$ cat config.mk
export PLATFORM = sky130hd
export DESIGN_NAME = lab2_proc_imem_resp_drop_unit
export DESIGN_NICKNAME = d
export VERILOG_FILES = /design/src/rtl/lab2_proc_imem_resp_drop_unit_pkg.sv /design/src/rtl/lab2_proc_imem_resp_queue.sv /design/src/rtl/lab2_proc_imem_resp_drop_unit.sv
export SDC_FILE = /design/constraint.sdc
export NUM_CORES = 1
export LEC_CHECK = 0
export CAP_MARGIN = 20
export CORE_UTILIZATION = 30
export CTS_BUF_LIST = sky130_fd_sc_hd__clkbuf_2 sky130_fd_sc_hd__clkbuf_4 sky130_fd_sc_hd__clkbuf_8
export DETAILED_ROUTE_END_ITERATION = 8
export SYNTH_ARGS = -nofsm -noshare
export SYNTH_HDL_FRONTEND = slang
export SYNTH_SLANG_ARGS = --single-unit
$ cat constraint.sdc
create_clock -name clk -period 9.6 [get_ports clk]
set_clock_uncertainty 0.1 [all_clocks]
set_input_delay 1.92 -clock clk [delete_from_list [all_inputs] [get_ports clk]]
set_output_delay 1.92 -clock clk [all_outputs]
set_load 0.005 [all_outputs]
$ cat src/rtl/lab2_proc_imem_resp_drop_unit_pkg.sv
`default_nettype none
// ============================================================================
//  Module      : lab2_proc_imem_resp_drop_unit_pkg
//  Description : Shared constants and the 4-byte memory response message
//                type used by the imem response drop unit.
//  Revision    : 1.0  initial release
// ============================================================================
package lab2_proc_imem_resp_drop_unit_pkg;

    // Maximum number of instruction fetches allowed in flight.
    localparam int IMEM_MAX_INFLIGHT = 4;

    // 4-byte memory response message.
    typedef struct packed {
        logic [2:0]  type_;
        logic [7:0]  opaque;
        logic [1:0]  test;
        logic [1:0]  len;
        logic [31:0] data;
    } mem_resp_4B_t;

endpackage
`default_nettype wire

$ cat src/rtl/lab2_proc_imem_resp_queue.sv
`default_nettype none
// ============================================================================
//  Module      : lab2_proc_imem_resp_queue
//  Description : Small circular-buffer queue holding correct-path imem
//                responses until the D stage accepts them. A synchronous
//                clear empties it, overriding any enq/deq in that cycle.
//  Revision    : 1.0  initial release
// ============================================================================
module lab2_proc_imem_resp_queue
    import lab2_proc_imem_resp_drop_unit_pkg::*;
#(
    parameter int NUM_ENTRIES = 2
)(
    input  logic         clk,
    input  logic         reset,
    input  logic         clear,
    input  logic         enq_val,
    output logic         enq_rdy,
    input  mem_resp_4B_t enq_msg,
    output logic         deq_val,
    input  logic         deq_rdy,
    output mem_resp_4B_t deq_msg
);

    localparam int c_PTR_W = (NUM_ENTRIES > 1) ? $clog2(NUM_ENTRIES) : 1;
    localparam int c_CNT_W = $clog2(NUM_ENTRIES + 1);
    localparam logic [c_PTR_W-1:0] c_LAST_PTR = c_PTR_W'(NUM_ENTRIES - 1);
    localparam logic [c_CNT_W-1:0] c_FULL_CNT = c_CNT_W'(NUM_ENTRIES);
    localparam logic [c_CNT_W-1:0] c_ONE_CNT  = c_CNT_W'(1);

    mem_resp_4B_t         r_mem [NUM_ENTRIES];
    logic [c_PTR_W-1:0]   r_head;
    logic [c_PTR_W-1:0]   r_tail;
    logic [c_CNT_W-1:0]   r_count;

    logic                 w_enq;
    logic                 w_deq;

    // Readiness is based on the registered count only, so a full queue
    // never accepts even when a dequeue happens in the same cycle.
    assign enq_rdy = (r_count != c_FULL_CNT);
    assign deq_val = (r_count != '0);
    assign deq_msg = r_mem[r_head];

    assign w_enq = enq_val && enq_rdy;
    assign w_deq = deq_val && deq_rdy;

    // Data storage: written at the tail on every accepted enqueue.
    always_ff @(posedge clk) begin
        if (w_enq && !clear) begin
            r_mem[r_tail] <= enq_msg;
        end
    end

    // Pointer and occupancy bookkeeping; pointers wrap modulo NUM_ENTRIES.
    always_ff @(posedge clk or negedge reset) begin
        if (!reset) begin
            r_head  <= '0;
            r_tail  <= '0;
            r_count <= '0;
        end else if (clear) begin
            r_head  <= '0;
            r_tail  <= '0;
            r_count <= '0;
        end else begin
            if (w_enq) begin
                r_tail <= (r_tail == c_LAST_PTR) ? '0 : r_tail + 1'b1;
            end
            if (w_deq) begin
                r_head <= (r_head == c_LAST_PTR) ? '0 : r_head + 1'b1;
            end
            if (w_enq && !w_deq) begin
                r_count <= r_count + c_ONE_CNT;
            end else if (!w_enq && w_deq) begin
                r_count <= r_count - c_ONE_CNT;
            end
        end
    end

endmodule
`default_nettype wire

$ cat src/rtl/lab2_proc_imem_resp_drop_unit.sv
`default_nettype none
// ============================================================================
//  Module      : lab2_proc_imem_resp_drop_unit
//  Description : Tracks in-flight imem requests, silently consumes wrong-path
//                responses after a squash, and buffers correct-path
//                responses for the D stage.
//  Revision    : 1.0  initial release
// ============================================================================
module lab2_proc_imem_resp_drop_unit
    import lab2_proc_imem_resp_drop_unit_pkg::*;
#(
    parameter int MAX_INFLIGHT = IMEM_MAX_INFLIGHT,
    parameter int NUM_ENTRIES  = 2
)(
    input  logic         clk,
    input  logic         reset,
    input  logic         req_fire,
    output logic         req_rdy,
    input  logic         squash,
    input  logic         in_val,
    output logic         in_rdy,
    input  mem_resp_4B_t in_msg,
    output logic         out_val,
    input  logic         out_rdy,
    output mem_resp_4B_t out_msg,
    output logic         dropping
);

    localparam int c_CNT_W = $clog2(MAX_INFLIGHT + 1);
    localparam logic [c_CNT_W-1:0] c_MAX_CNT = c_CNT_W'(MAX_INFLIGHT);
    localparam logic [c_CNT_W-1:0] c_ONE_CNT = c_CNT_W'(1);

    logic [c_CNT_W-1:0] r_outstanding;
    logic [c_CNT_W-1:0] r_drop_cnt;
    logic [c_CNT_W-1:0] w_outstanding_next;
    logic [c_CNT_W-1:0] w_drop_cnt_next;

    logic               w_drop_mode;
    logic               w_in_fire;
    logic               w_q_enq_val;
    logic               w_q_enq_rdy;
    logic               w_q_deq_val;
    logic               w_q_deq_rdy;

    assign w_drop_mode = (r_drop_cnt != '0);
    assign dropping    = w_drop_mode;
    assign req_rdy     = (r_outstanding < c_MAX_CNT);

    // During a squash or while draining dead responses, memory is never
    // back-pressured; otherwise acceptance depends on queue space.
    assign in_rdy    = (squash || w_drop_mode) ? 1'b1 : w_q_enq_rdy;
    assign w_in_fire = in_val && in_rdy;

    // Only correct-path responses reach the queue.
    assign w_q_enq_val = in_val && !squash && !w_drop_mode;

    // A squash hides the queue head from D in the same cycle it is cleared.
    assign out_val     = w_q_deq_val && !squash;
    assign w_q_deq_rdy = out_rdy && !squash;

    lab2_proc_imem_resp_queue #(
        .NUM_ENTRIES (NUM_ENTRIES)
    ) u_queue (
        .clk     (clk),
        .reset   (reset),
        .clear   (squash),
        .enq_val (w_q_enq_val),
        .enq_rdy (w_q_enq_rdy),
        .enq_msg (in_msg),
        .deq_val (w_q_deq_val),
        .deq_rdy (w_q_deq_rdy),
        .deq_msg (out_msg)
    );

    // Next-state for the in-flight and drop counters.
    always_comb begin
        w_outstanding_next = r_outstanding;
        w_drop_cnt_next    = r_drop_cnt;

        if (req_fire && !w_in_fire) begin
            w_outstanding_next = r_outstanding + c_ONE_CNT;
        end else if (!req_fire && w_in_fire) begin
            w_outstanding_next = r_outstanding - c_ONE_CNT;
        end

        // The redirect target fetched in the squash cycle is not counted
        // as dead; the response arriving in the squash cycle is already gone.
        if (squash) begin
            w_drop_cnt_next = r_outstanding - (w_in_fire ? c_ONE_CNT : '0);
        end else if (w_drop_mode && w_in_fire) begin
            w_drop_cnt_next = r_drop_cnt - c_ONE_CNT;
        end
    end

    // Counter registers with asynchronous active-low reset.
    always_ff @(posedge clk or negedge reset) begin
        if (!reset) begin
            r_outstanding <= '0;
            r_drop_cnt    <= '0;
        end else begin
            r_outstanding <= w_outstanding_next;
            r_drop_cnt    <= w_drop_cnt_next;
        end
    end

    // A response with nothing in flight means memory and unit disagree.
    always @(posedge clk) begin
        if (reset && w_in_fire) begin
            assert (r_outstanding != '0);
        end
    end

endmodule
`default_nettype wire
==> impl_metrics.yaml, run 1 <==
final_layout:
  n_antenna_cell: 0
  nets: 385
  area_growth_pct: 37.2
  fill_cells: 1194
  drive_gt1_share_pct: 22.3
  instances_no_fill: 508
synthesis:
  syn_nets: 273
  syn_area_per_cell_sq_um: 18.8
  ys_ff_latch: 104
  synth_warnings: 0
  synth_top_cells_by_area: "edfxtp_1, mux2_2, dfrtp_1"
  syn_area_sq_um: 4040
  netlist.area_leader.share_pct: 69.9
  synth_cell_type_count: 30
  seq_area_frac_synth_pct: 76.1
  syn_inst: 215
  synth_top_area_cell: "edfxtp_1"
clock_tree:
  clockBufferDepth: 2
  cts-buffers-inserted: 9
  root_buffer: "clkbuf_8"
  hold_buffers: 0
  path_clk_slew_ns: 0.09
  clk_latency_ns: 0.35
  htree_num_levels: 3
  post_cts_buffers: 0
  cts-resized-gates: 0
  cts.sinks: 104
  cts_tree: "yes"
worst_setup_path:
  crit_required_ns: 7.58
  reg2reg_from: "r_drop_cnt[0]"
  critPathLaunch: "squash"
  critPathTopFamily: "buffers and inverters"
  cp_max_fo: 15
  crit_buf_inv: 2
  slowest_delay_ns: 0.69
  critPathMostFrequentCell: "clkdlybuf4s50_1"
  crit_chain: "clkdlybuf4s50_1 > or3_1 > clkdlybuf4s50_1"
  worstPathArrival_ns: 3.55
  cp-start-kind: "primary input"
  slowest_stage: "clkdlybuf4s50_1"
  rrSetupSlack_ns: 7.17
  path_class: "primary input to output pin"
  worst_setup_path_end_kind: "output pin"
floorplanning:
  die_area_sq_um: 13900
  coreArea_sq_um: 13200
  fp.dieW_um: 118
  die_y_um: 118
  start_util_pct: 30.6
  io_pins: 104
  rows: 42
grt:
  overflow: 0
  grt_max_degree: 27
  grtUsageTotal_pct: 11.3
  grt_antenna_before_repair: 0
  grt_pass1_vias: 2295
  grt_pass1_wl_mm: 12.0
timing:
  hold_violations: 0
  slew_violations: 0
  finalSetupTns_ns: 0
  slew_headroom_pct: 59.5
  worstMarginPinSlew_ns: 0.607
  fin_crit_ns: 5.57
  max_freq_mhz: 180
  setup_viol: 0
  rsz0062_at_grt: "no"
  period_share_pct: 58.0
routing:
  drt-wirelength-per-cell_um: 14.8
  route.detailed.drc: 0
  drt_iter0_drc: 109
  dr.pass1.iters: 4
  drt_wl_total_mm: 7.52
  ant_nets: 0
  dr_total_vias: 2222
  vias_per_cell: 4.37
run_status:
  run_status: "completed"
placement:
  portBuffers: 103
  placedCellCount: 492
  dpl.hpwl_mm: 4.69
  place_congestion: 0.687
power_and_ir_drop:
  powerDensity_nw_per_um2: 190
  ir_drop_uv: 84.7
  power.leakage_nw: 1.85
min_path:
  min_from: "r_outstanding[1]"
  worstHoldPathType: "register to register"
run:
  cap_violations: 0
==> layout by cell type, fill, tap and decap left out, drive strengths merged, types with 2 or more instances in the layout <==
cell	count
clkbuf	9
dfrtp	10
o21ai	3
o31ai	3
clkinv	3
nand3b	2
buf	5
clkdlybuf4s50	103
nand2	4
and3	2
xor2	3
mux2	48
a21oi	4
ha	4
xnor2	3
edfxtp	94
inv	5
bufinv	3
or3	2
nor2	7
nand2b	3
==> sequential cells by signal, indices dropped and copies added, names as in the netlist <==
name             count
u_queue.r_head       1
r_drop_cnt           3
r_outstanding        3
u_queue.r_count      2
u_queue.r_tail       1
u_queue.r_mem       94
==> Yosys cell counts <==
cell,n
clkbuf_1,1
nor2b_4,1
mux2_2,48
inv_1,5
nand3b_1,2
buf_2,3
nand2_1,4
and3b_1,1
xnor2_1,3
and3_1,2
fa_1,1
nor2_1,7
a311oi_1,1
o21ai_0,3
buf_4,3
a21boi_0,1
nor4_1,1
nor3_1,1
nand2b_1,3
xor2_1,3
a2111oi_2,1
a21oi_1,4
nor3b_1,1
a31oi_1,1
o31ai_1,3
dfrtp_1,10
ha_1,4
edfxtp_1,94
or3_1,2
and2b_1,1
==> cells by family (layout without fill, tap and decap cells) <==
logic type | after synthesis | in the layout | synth area share, %
flops | 104 | 104 | 76.1
mux | 48 | 48 | 13.4
simple gates | 26 | 26 | 3.69
compound gates | 14 | 14 | 2.35
buf+inv | 12 | 129 | 1.49
xor+xnor | 6 | 6 | 1.30
fa+ha+maj | 5 | 5 | 1.73
==> final timing paths <==
path	cells past startpoint	to
hold / removal	1	r_outstanding[1]
hold reg to reg	1	r_outstanding[1]
setup reg to reg	10	r_outstanding[2]
max in group asynchronous	1	u_queue.r_head
min in group asynchronous	1	r_drop_cnt[0]
setup / recovery	3	in_rdy
==> metrics by stage <==
stage          hold slack (ns)  setup WS (ns)  util, %  total power, mW  instance area, sq um
6_report                 0.496           4.03     42.0             1.06                  5540
2_1_floorplan            0.435           3.21        -            0.651                  4040
5_1_grt                  0.530           3.97     42.0             1.11                  5540
3_3_place_gp             0.462           4.06     40.2            0.742                  5300
4_1_cts                  0.502           4.03     42.0             1.07                  5540
3_5_place_dp             0.472           4.05     40.2            0.748                  5300
==> layer usage <==
metal	vias up	routed length, um	track usage [%]	share of wire, %
met2	54	3750	18.2	50
met1	1114	3380	14.6	45
met5	-	0	0	0
met4	0	90	4.09	1.2
met3	8	296	3.15	3.9
li1	1046	-	-	-
==> area by class of cell <==
cell class                      instances  area [sq um]  share of cell area (%)
Clock buffer                            9           124                    2.23
Clock inverter                          7           120                    2.17
Inverter                                5          18.8                   0.339
Multi-Input combinational cell         99           917                    16.5
Sequential cell                       104          3070                    55.5
Tap cell                              176           220                    3.97
Timing Repair Buffer                  108          1070                    19.3
==> power by group <==
| group | internal (mW) | switching (mW) | total, mW |
|---|---|---|---|
| combinational | 0.116 | 0.0731 | 0.189 |
| clock | 0.174 | 0.146 | 0.320 |
| sequential | 0.524 | 0.0224 | 0.547 |
| total | 0.814 | 0.242 | 1.06 |
==> worst register-to-register path, delay by kind of cell, from the launching register on <==
| family | cells | cell delay (ns) |
|---|---|---|
| compound gates | 1 | 0.34 |
| xor+xnor | 2 | 0.27 |
| fa+ha+maj | 3 | 0.81 |
| buf+inv | 2 | 0.14 |
| flops | 1 | 0.40 |
| simple gates | 2 | 0.28 |
Note: power is estimated with default switching activity, not from simulation.
==> run 2, diff against run 1 <==
- clock period: 9.6 -> 4.5 ns (I/O delays scaled with it)
==> run 2 against run 1 <==
- via count barely moved
- clock-buffer cell count rose by 1
- register-to-register slack got worse by 5.1 ns
- total power rose by 110%
- worst hold slack got worse by 0.011 ns
- routed wire length rose by 0.39%
- global-route usage barely moved
- sequential power rose by 110%
- combinational power rose by 110%
- die area did not move
- cell area barely moved
- worst setup slack got worse by 2.9 ns
==> impl_metrics.yaml, run 2 (same netlist as run 1, synthesis figures left out) <==
worst_setup_path:
  worstRegToRegCells: 10
  worst_setup_path_end_kind: "output pin"
  worstPathArrival_ns: 2.39
  crit_required_ns: 3.50
  path_class: "register to output pin"
  cp-start-kind: "register"
  cp_max_fo: 31
  rrSetupSlack_ns: 2.04
grt:
  grtUsageTotal_pct: 11.3
  overflow: 0
  grt_max_degree: 32
  grt_pass1_vias: 2329
  grt_antenna_before_repair: 0
  grt_pass1_wl_mm: 11.6
clock_tree:
  clk_latency_ns: 0.37
  post_cts_buffers: 0
  cts_tree: "yes"
  htree_num_levels: 3
  cts-resized-gates: 0
  clockBufferDepth: 2
  root_buffer: "clkbuf_8"
  cts-buffers-inserted: 9
  path_clk_slew_ns: 0.09
  cts.sinks: 104
  hold_buffers: 0
final_layout:
  fill_cells: 1204
  area_growth_pct: 37.2
  n_antenna_cell: 0
  nets: 387
  instances_no_fill: 510
  drive_gt1_share_pct: 22.5
  largest_reg_flops: 94
  layout_commonest_cell: "clkdlybuf4s50_1"
  final_cell_mix: "clkdlybuf4s50_1, edfxtp_1, mux2_2"
  top_register: "u_queue.r_mem"
  reg_top3: "u_queue.r_mem: 94 flops, r_drop_cnt: 3 flops, r_outstanding: 3 flops"
floorplanning:
  coreArea_sq_um: 13200
  rows: 42
  start_util_pct: 30.6
  fp.dieW_um: 118
  die_area_sq_um: 13900
  io_pins: 104
  die_y_um: 118
timing:
  setup_viol: 0
  slew_headroom_pct: 49.0
  fin_crit_ns: 3.39
  worstMarginPinSlew_ns: 0.765
  rsz0062_at_grt: "no"
  finalSetupTns_ns: 0
  hold_violations: 0
  max_freq_mhz: 295
  slew_violations: 0
  period_share_pct: 75.4
routing:
  dr_total_vias: 2224
  drt_wl_total_mm: 7.55
  route.detailed.drc: 0
  drt_iter0_drc: 115
  vias_per_cell: 4.36
  ant_nets: 0
  drt-wirelength-per-cell_um: 14.8
  dr.pass1.iters: 4
min_path:
  hold_path_depth: 1
  worstHoldPathType: "register to register"
power_and_ir_drop:
  clock_power_share_pct: 28.4
  p_switching_mw: 0.511
  combPwrFrac_pct: 18.4
  p_seq_share_pct: 53.2
  power.leakage_nw: 1.85
  ir_drop_uv: 204
  swShare_pct: 23.3
  p_int_mw: 1.68
  powerDensity_nw_per_um2: 396
run_status:
  run_status: "completed"
placement:
  portBuffers: 103
  dpl.hpwl_mm: 4.87
  placedCellCount: 494
  place_congestion: 0.695
run:
  cap_violations: 0
## run 2: metrics by stage
step	utilization [%]	cell area, sq um	hold slack, ns	worst slack [ns]	power, mW
detailed placement	40.4	5330	0.468	1.34	1.60
global route	42.0	5540	0.526	0.968	2.31
floorplan	-	4050	0.437	0.759	1.39
CTS	42.0	5540	0.495	1.03	2.23
finish	42.0	5540	0.485	1.11	2.20
global placement	40.4	5330	0.462	1.37	1.59
## run 2: final cells by class
type                    count  area, sq um  area share (%)
flip-flops and latches    104         3070            55.5
repair buffers            110         1080            19.6
multi-input cells          99          930            16.8
well taps                 176          220            3.97
clock buffers              10          131            2.37
clock inverters             6         83.8            1.51
inverters                   5         18.8           0.339
## run 2: final timing paths
path	from	to
setup / recovery	u_queue.r_head	out_msg[11]
hold / removal	r_outstanding[0]	r_outstanding[0]
setup reg to reg	r_drop_cnt[0]	r_outstanding[2]
hold reg to reg	r_outstanding[0]	r_outstanding[0]
max in group asynchronous	reset	u_queue.r_head
min in group asynchronous	reset	r_drop_cnt[0]
## run 2: worst max-delay path, stage by stage, from the launching register on
cell             delay [ns]
dfrtp_2                0.87
buf_4                  0.32
mux2_2                 0.35
clkdlybuf4s50_1        0.46
## run 2: power by group through the flow
stage                     Clock [mW]  Combinational, mW  Sequential, mW
after floorplan                    0              0.216            1.17
after global placement             0              0.397            1.19
after detailed placement           0              0.409            1.19
after CTS                      0.650              0.412            1.17
after global routing           0.689              0.439            1.18
final                          0.624              0.404            1.17
## run 2: metal layers
layer	track usage (%)	vias up	part of all wire, %
li1	-	1048	-
met1	13.6	1109	44
met2	18.1	55	49
met3	3.05	12	4.4
met4	6.97	0	2.5
met5	0	-	0
==> run 3, diff against run 2 <==
- clock period: 4.5 -> 3.3 ns (I/O delays scaled with it)
==> run 3 against run 2 <==
- worst setup slack got worse by 0.63 ns
- non-clock buffer count unchanged
- die area is the same
- sequential share of layout area is 0.28 points higher
- cell area down 0.50%
- worst hold slack worse by 0.010 ns
- routed wire length down 3.2%
- register-to-register slack got worse by 1.2 ns
- via count down 1.3%
- sequential cell count is the same
==> impl_metrics.yaml, run 3 (same netlist as run 1, synthesis figures left out) <==
run_status:
  run_status: "completed"
routing:
  drt-wirelength-per-cell_um: 14.3
  ant_nets: 0
  route.detailed.drc: 0
  drt_iter0_drc: 102
  vias_per_cell: 4.30
  dr_total_vias: 2195
  dr.pass1.iters: 4
  drt_wl_total_mm: 7.31
min_path:
  min_from: "r_outstanding[2]"
  hold_path_end: "r_drop_cnt[2]"
  worstHoldPathType: "register to register"
  hold_path_depth: 2
grt:
  grt-busiest-layer: "met2"
  grt_pass1_wl_mm: 11.6
  grt_max_degree: 26
  grt_pass1_vias: 2316
  overflow: 0
  grt_antenna_before_repair: 0
  grtUsageTotal_pct: 10.9
  grt_use_met3_pct: 3.54
  grt_use_met1_pct: 13.1
  met2_usage_pct: 18.2
final_layout:
  seqCellArea_sq_um: 3070
  final_cell_mix: "clkdlybuf4s50_1, edfxtp_1, mux2_2"
  instances_no_fill: 510
  layout_commonest_cell: "clkdlybuf4s50_1"
  nets: 387
  multi_input_area_sq_um: 930
  top_register: "u_queue.r_mem"
  area_growth_pct: 36.5
  fill_cells: 1200
  drive_gt1_share_pct: 21.9
  final_core_util_pct: 41.8
  design_area_sq_um: 5510
  n_antenna_cell: 0
  largest_reg_flops: 94
  reg_top3: "u_queue.r_mem: 94 flops, r_drop_cnt: 3 flops, r_outstanding: 3 flops"
timing:
  slew_violations: 0
  hold_slack_ns: 0.474
  slew_headroom_pct: 68.0
  hold_violations: 0
  rsz0062_at_grt: "no"
  setup_viol: 0
  finalSetupTns_ns: 0
  worst_slack_ns: 0.479
  worstMarginPinSlew_ns: 0.478
  max_freq_mhz: 355
  period_share_pct: 85.5
  fin_crit_ns: 2.82
clock_tree:
  clockBufferDepth: 2
  root_buffer: "clkbuf_8"
  cts_tree: "yes"
  htree_num_levels: 3
  cts.sinks: 104
  hold_buffers: 0
  cts-buffers-inserted: 9
  post_cts_buffers: 0
  path_clk_slew_ns: 0.09
  clk_latency_ns: 0.35
  cts-resized-gates: 0
worst_setup_path:
  worstRegToRegCells: 10
  timing.rr.end: "r_outstanding[2]"
  worst_setup_path_end_kind: "output pin"
  slowest_delay_ns: 0.45
  cp-start-kind: "register"
  crit_chain: "inv_1 > ha_1 > nand2b_1 > or3_1 > clkdlybuf4s50_1"
  reg2reg_from: "r_drop_cnt[0]"
  rrSetupSlack_ns: 0.83
  crit_required_ns: 2.54
  worstPathArrival_ns: 2.06
  slowest_stage: "clkdlybuf4s50_1"
  path_class: "register to output pin"
  cp_max_fo: 7
placement:
  portBuffers: 103
  place_congestion: 0.743
  placed_area_sq_um: 5350
  dpl.hpwl_mm: 4.94
  dp_slack_ns: 0.515
  placedCellCount: 494
floorplanning:
  die_area_sq_um: 13900
  rows: 42
  die_y_um: 118
  coreArea_sq_um: 13200
  start_util_pct: 30.6
  io_pins: 104
  fp.dieW_um: 118
run:
  cap_violations: 0
power_and_ir_drop:
  ir_drop_uv: 230
  powerDensity_nw_per_um2: 513
  finalPower_mw: 2.83
  power.leakage_nw: 1.83
run 3: how the worst max path moves through the flow:
stage,start,end,cells after the start
5_1_grt,r_drop_cnt[0],in_rdy,5
3_3_place_gp,squash,in_rdy,3
3_5_place_dp,squash,r_outstanding[2],8
6_report,r_drop_cnt[0],in_rdy,5
4_1_cts,u_queue.r_head,out_msg[26],3
2_1_floorplan,in_val,u_queue.r_mem[1][0],4
run 3: area by class of cell:
class / instances / share of cell area [%]
Clock buffer: 11 / 2.52
Timing Repair Buffer: 110 / 20.1
Tap cell: 176 / 3.99
Inverter: 5 / 0.340
Clock inverter: 5 / 0.431
Sequential cell: 104 / 55.8
Multi-Input combinational cell: 99 / 16.9
run 3: critical path, delay by kind of cell, from the launching register on:
kind | cells | cell delay [ns]
and+or+nand+nor | 2 | 0.56
buffers and inverters | 2 | 0.53
DFF | 1 | 0.40
adders and majority gates | 1 | 0.20
run 3: per-layer routing:
| metal | wire [um] | vias up |
|---|---|---|
| li1 | - | 1051 |
| met1 | 3190 | 1076 |
| met2 | 3640 | 58 |
| met3 | 366 | 10 |
| met4 | 110 | 0 |
| met5 | 0 | - |
run 3: power breakdown:
part,switching [mW],internal (mW)
Clock,0.399,0.283
Combinational,0.216,0.347
Sequential,0.0598,1.53
